$ cat config.mk
export PLATFORM = sky130hd
export DESIGN_NAME = reg_file_mp
export DESIGN_NICKNAME = d
export VERILOG_FILES = /design/src/rtl/reg_file_mp.sv
export SDC_FILE = /design/constraint.sdc
export NUM_CORES = 2
export LEC_CHECK = 0
export CAP_MARGIN = 20
export CORE_UTILIZATION = 55
export DETAILED_ROUTE_END_ITERATION = 8
export PLACE_DENSITY = 0.72
export SYNTH_ARGS = -nofsm -noshare
export SYNTH_HDL_FRONTEND = slang
export SYNTH_SLANG_ARGS = --single-unit
$ cat constraint.sdc
create_clock -name clk -period 9.7 [get_ports clk]
set_clock_uncertainty 0.15 [all_clocks]
set_input_delay 1.94 -clock clk [delete_from_list [all_inputs] [get_ports clk]]
set_output_delay 1.94 -clock clk [all_outputs]
set_load 0.01 [all_outputs]
$ cat src/rtl/reg_file_mp.sv
// reg_file_mp: multi-port integer register file with hardwired x0,
// optional write-to-read forwarding, and a per-register busy scoreboard
// so decode can spot RAW hazards against in-flight producers.
module reg_file_mp #(
    parameter int ADDRESS_WIDTH = 5,
    parameter int DATA_WIDTH    = 32,
    parameter int NUM_RD        = 2,
    parameter int NUM_WR        = 1,
    parameter int BYPASS        = 1
) (
    input  logic                              clk,
    input  logic                              rst,
    input  logic [NUM_RD*ADDRESS_WIDTH-1:0]   rd_addr,
    output logic [NUM_RD*DATA_WIDTH-1:0]      rd_data,
    output logic [NUM_RD-1:0]                 rd_busy,
    input  logic [NUM_WR-1:0]                 wr_en,
    input  logic [NUM_WR*ADDRESS_WIDTH-1:0]   wr_addr,
    input  logic [NUM_WR*DATA_WIDTH-1:0]      wr_data,
    input  logic                              issue_en,
    input  logic [ADDRESS_WIDTH-1:0]          issue_addr,
    output logic [ADDRESS_WIDTH:0]            busy_count,
    output logic [DATA_WIDTH-1:0]             a0
);

    localparam int AW   = ADDRESS_WIDTH;
    localparam int DW   = DATA_WIDTH;
    localparam int NREG = 1 << ADDRESS_WIDTH;
    // x10 is the ABI a0 register exposed for observation.
    localparam logic [ADDRESS_WIDTH-1:0] A0_IDX = ADDRESS_WIDTH'(10);

    // Reject unsupported parameter combinations at elaboration.
    generate
        if (NUM_RD < 1 || NUM_RD > 4) begin : g_bad_num_rd
            $error("reg_file_mp: NUM_RD must be 1..4");
        end
        if (NUM_WR < 1 || NUM_WR > 2) begin : g_bad_num_wr
            $error("reg_file_mp: NUM_WR must be 1..2");
        end
        if (BYPASS != 0 && BYPASS != 1) begin : g_bad_bypass
            $error("reg_file_mp: BYPASS must be 0 or 1");
        end
        if (ADDRESS_WIDTH < 4 || ADDRESS_WIDTH > 8) begin : g_bad_aw
            $error("reg_file_mp: ADDRESS_WIDTH must be 4..8 (x10 must exist)");
        end
        if (DATA_WIDTH < 1) begin : g_bad_dw
            $error("reg_file_mp: DATA_WIDTH must be at least 1");
        end
    endgenerate

    // Unpacked views of the write ports; a write to x0 is never "valid".
    logic [AW-1:0] w_wr_addr  [NUM_WR];
    logic [DW-1:0] w_wr_data  [NUM_WR];
    logic          w_wr_valid [NUM_WR];

    genvar gi;
    generate
        for (gi = 0; gi < NUM_WR; gi++) begin : g_wr_split
            assign w_wr_addr[gi]  = wr_addr[gi*AW +: AW];
            assign w_wr_data[gi]  = wr_data[gi*DW +: DW];
            assign w_wr_valid[gi] = wr_en[gi] && (wr_addr[gi*AW +: AW] != '0);
        end
    endgenerate

    logic [DW-1:0]   r_regs [NREG];
    logic [NREG-1:0] r_busy;
    logic [AW:0]     r_busy_count;
    logic [NREG-1:0] w_busy_next;
    logic [AW:0]     w_count_next;

    // Register storage: ports applied in ascending order so the highest
    // index wins an address conflict; reset drops any same-cycle write.
    always_ff @(posedge clk) begin
        if (rst) begin
            for (int r = 0; r < NREG; r++) begin
                r_regs[r] <= '0;
            end
        end else begin
            for (int j = 0; j < NUM_WR; j++) begin
                if (w_wr_valid[j]) begin
                    r_regs[w_wr_addr[j]] <= w_wr_data[j];
                end
            end
        end
    end

    // Scoreboard next state: writebacks clear, then issue sets, so a new
    // producer issued alongside the old one's writeback keeps the bit set.
    always_comb begin
        w_busy_next = r_busy;
        for (int j = 0; j < NUM_WR; j++) begin
            if (w_wr_valid[j]) begin
                w_busy_next[w_wr_addr[j]] = 1'b0;
            end
        end
        if (issue_en) begin
            w_busy_next[issue_addr] = 1'b1;
        end
        w_busy_next[0] = 1'b0;
    end

    // Population count of the next busy vector; at most NREG-1 since x0
    // can never be busy, so AW+1 bits cannot overflow.
    always_comb begin
        w_count_next = '0;
        for (int r = 0; r < NREG; r++) begin
            w_count_next = w_count_next + {{AW{1'b0}}, w_busy_next[r]};
        end
    end

    // Scoreboard and count registers; reset discards all pending producers.
    always_ff @(posedge clk) begin
        if (rst) begin
            r_busy       <= '0;
            r_busy_count <= '0;
        end else begin
            r_busy       <= w_busy_next;
            r_busy_count <= w_count_next;
        end
    end

    // Read ports: zero-latency lookup with optional forwarding.
    generate
        for (gi = 0; gi < NUM_RD; gi++) begin : g_rd
            logic [AW-1:0] w_addr;
            logic [DW-1:0] w_data;
            logic          w_busy;

            assign w_addr = rd_addr[gi*AW +: AW];

            // Stored value first, overridden by matching writes in ascending
            // port order; a forwarded value is no longer a hazard.
            always_comb begin
                w_data = r_regs[w_addr];
                w_busy = r_busy[w_addr];
                if (BYPASS == 1) begin
                    for (int j = 0; j < NUM_WR; j++) begin
                        if (w_wr_valid[j] && (w_wr_addr[j] == w_addr)) begin
                            w_data = w_wr_data[j];
                            w_busy = 1'b0;
                        end
                    end
                end
                if (w_addr == '0) begin
                    w_data = '0;
                    w_busy = 1'b0;
                end
            end

            assign rd_data[gi*DW +: DW] = w_data;
            assign rd_busy[gi]          = w_busy;
        end
    endgenerate

    assign busy_count = r_busy_count;
    assign a0         = r_regs[A0_IDX];

endmodule

==> summary.txt <==
Cells and area
  – # fillers: 7,813
  – Area taken by flip-flops and latches: 31,500 um^2
  – Final #Nets: 4,401
  – Final cell count without fillers: 5,815
  – Layout cells sized above 1: 18.5%
  – Area Growth Syn to Fin: 11.5%
  – Area taken by multi-input logic gates: 25,100 um^2

Place
  – Post-Place Cells: 5,584
  – PortBufs: 159
  – Hpwl dp: 120,000 um
  – Final GP Congestion: 0.915

Global route
  – GR Util met3: 12.7%
  – Gr busiest metal: met2
  – Antenna violations before repair: 16
  – Vias in the first global route: 39,500
  – First-pass GRT wire length: 286,000 um
  – Total track usage: 37.9%
  – GR Layer Usage met1: 50.6%
  – Pin count of the biggest net entering global routing: 99
  – M2 GR Usage: 55.8%
  – GRT Residual Overflow: 0

Critical path
  – Reg2Reg Depth: 16
  – Worst endpoint required time: 7.61 ns
  – Critical path type: input port to output port
  – Critical-path cell list: clkdlybuf4s50_1, buf_4, nand2_1, o21ai_0, o211ai_1, a32o_1, clkdlybuf4s50_1
  – Cell mode on critical path: clkdlybuf4s50_1
  – Setup slack, reg-to-reg: 4.20 ns
  – Buf/Inv on CP: 3
  – Critical Path Max Stage Delay: 1.09 ns
  – Crit path max-delay family: buffers and inverters
  – Critical path launch point type: input port
  – Critical Path End Type: output port
  – Worst EP arrival: 6.34 ns
  – CP max stage cell: clkdlybuf4s50_1
  – Worst r2r dst: busy_count[4]$_SDFF_PP0_
  – Critical R2R Launch: r_busy[14]$_SDFF_PP0_
  – CP max FO: 14

Floorplan
  – IO Pins: 160
  – Core ar.: 105,000 um^2
  – Die area: 107,000 um^2
  – Rows: 119
  – Starting Density: 55.5%
  – Die X: 328 um
  – Die H: 328 um

Worst hold path
  – Hold WC Path Type: flop to flop
  – Hold depth: 2
  – Hold path start: r_busy[20]$_SDFF_PP0_
  – Hold endpoint: r_busy[20]$_SDFF_PP0_

CTS
  – CTS resizes: 0
  – Clock root buffer: clkbuf_16
  – Clock slew at reported path FFs: 0.06 ns
  – Clock Latency Late Sink: 0.73 ns
  – H-tree levels: 3
  – TritonCTS clock tree: done
  – Post-CTS setup buffers: 0
  – CTS max path bufs: 3
  – Clock sink count: 1,061
  – # hold bufs at CTS: 0
  – TritonCTS Buffers: 113

Synthesis
  – Register area share after synthesis: 53.9%
  – EDFF count, synth: 1,024
  – Post-synthesis area per instance: 13.6 um^2
  – Synth Flop Type: edfxtp_1
  – Mapped Cells: 4,300
  – Post-synth ARST share: 0%
  – Number of synthesized register bits: 1,061
  – Yosys cell types: 55
  – Cell Area, Synth: 58,400 um^2
  – YS warnings: 0

STA
  – Tcrit/Tclk final: 86.9%
  – Setup TNS: 0 ns
  – Final hold violations: 0
  – Max Fclk: 0.119 GHz
  – Final-report setup violation count: 0
  – RSZ-0062 raised after global routing: no
  – Clock period minus worst slack: 8.43 ns
  – Max-slew headroom: 15.1%
  – Worst slew pin tran: 1.27 ns
  – Slew Viols, Final: 0

Flow run
  – Max cap viols: 0

Pwr
  – Worst vdd ir: 0.161 mV
  – Pwr per Cell Area: 174 nW/um^2
  – Pleak: 0.0232 uW

Routing
  – Vias: 41,000
  – Post-DRT Antenna Nets: 0
  – Final wirelength: 206,000 um
  – DR DRC count: 0
  – Vias per Instance: 7.04
  – Initial DRC count: 6,856
  – Drt pass-1 iters: 6
  – WL per Instance: 35.4 um

Outcome
  – Status: finished clean
[synthesized netlist by cell type (all sizes together) (28+ instances only)]
cell type,count,share of area (%)
o22ai,58,0.62
a22oi,123,1.6
mux4,336,13
mux2i,374,6.4
nand2b,34,0.36
a221oi,58,0.87
mux2,71,1.4
edfxtp,1024,53
clkbuf,279,1.8
nand2,137,0.88
a21oi,78,0.67
dfxtp,37,1.3
nor2,126,0.81
inv,28,0.18
o21ai,63,0.54
buf,162,1.8
nor2b,41,0.44
nand3,56,0.48
and2,995,11
a32o,55,0.94
[state kept, by name, summed over array words and instances, names as in the netlist]
signal / cells
r_regs: 1024
r_busy: 31
busy_count: 6
[cells in the final DEF, fill, tap and decap left out, types with 26 or more instances in the layout]
master           synthesis  final
a21oi_1                 78     78
a221oi_1                58     58
a22oi_1                123    123
a32o_1                  55     55
and2_1                 993    993
buf_4                   20    135
clkbuf_16                0    114
clkdlybuf4s50_1          0    149
clkinv_2                 0     29
conb_1                   1     32
dfxtp_1                 37     37
edfxtp_1              1024   1024
inv_1                   27     26
mux2_2                  71     71
mux2i_1                374    374
mux4_2                 336    336
nand2_1                137    135
nand3_1                 56     56
nor2_1                 126     99
nor2b_1                 41     35
o21ai_0                 29     29
o21ai_1                 34     34
o22ai_1                 58     58
[metal layers]
layer / wire (um) / vias to the layer above
li1: - / 16200
met1: 73100 / 20500
met2: 90900 / 3564
met3: 31000 / 607
met4: 10300 / 16
met5: 388 / -
[kinds of logic (layout without fill, tap and decap cells)]
logic type	after synthesis	after routing	synth area share (%)
AND/OR/NAND/NOR	1434	1434	14.1
flip-flops	1061	1061	53.9
multiplexers	781	781	20.7
AO/OA/AOI/OAI	512	512	6.26
buffers and inverters	469	548	3.81
adder cells (fa/ha/maj)	30	30	0.938
XOR/XNOR	12	12	0.180
other	1	46	0.00642
[report_power, final]
group	leakage (uW)	internal (uW)	switching (uW)
logic	0.0114	624	913
clock network	0.00180	2470	1880
registers	0.0101	5280	135
total	0.0232	8370	2930
[cell type report]
class / count / share of cell area, %
clock inverters: 75 / 1.09
well taps: 1391 / 2.67
flip-flops and latches: 1061 / 48.4
multi-input cells: 2801 / 38.6
diodes: 14 / 0.0538
clock buffers: 135 / 4.50
repair buffers: 310 / 4.59
inverters: 28 / 0.161
[tightest hold or removal path, cell delays in order, from the launching register on]
cell,delay [ns]
dfxtp_1,0.35
a22oi_1,0.12
nor2_1,0.10
[metrics by stage]
stage               util, %  power, uW  setup slack (ns)  hold slack, ns  area (um^2)
finish                 61.9      11300              1.27           0.455        65100
global route           61.8      11500              1.24           0.502        65100
CTS                    61.7      11200              1.59           0.466        64900
detailed placement     58.2       6980             0.960           0.452        61300
global placement       58.1       6950              1.07           0.456        61200
floorplan                 -       6360              2.16           0.365        58500
[how the worst max path moves through the flow]
stage                     from                       end  slack (ns)  depth (start not counted)
floorplan           wr_addr[4]  busy_count[4]$_SDFF_PP0_        2.16                         19
global placement    wr_addr[4]  busy_count[4]$_SDFF_PP0_        1.07                         18
detailed placement  wr_addr[4]  busy_count[4]$_SDFF_PP0_        0.96                         18
CTS                 wr_addr[3]               rd_data[19]        1.59                          7
global route        wr_addr[3]               rd_data[19]        1.24                          7
finish              rd_addr[2]                rd_data[3]        1.27                          7
Power figures use the tool's default switching activity.
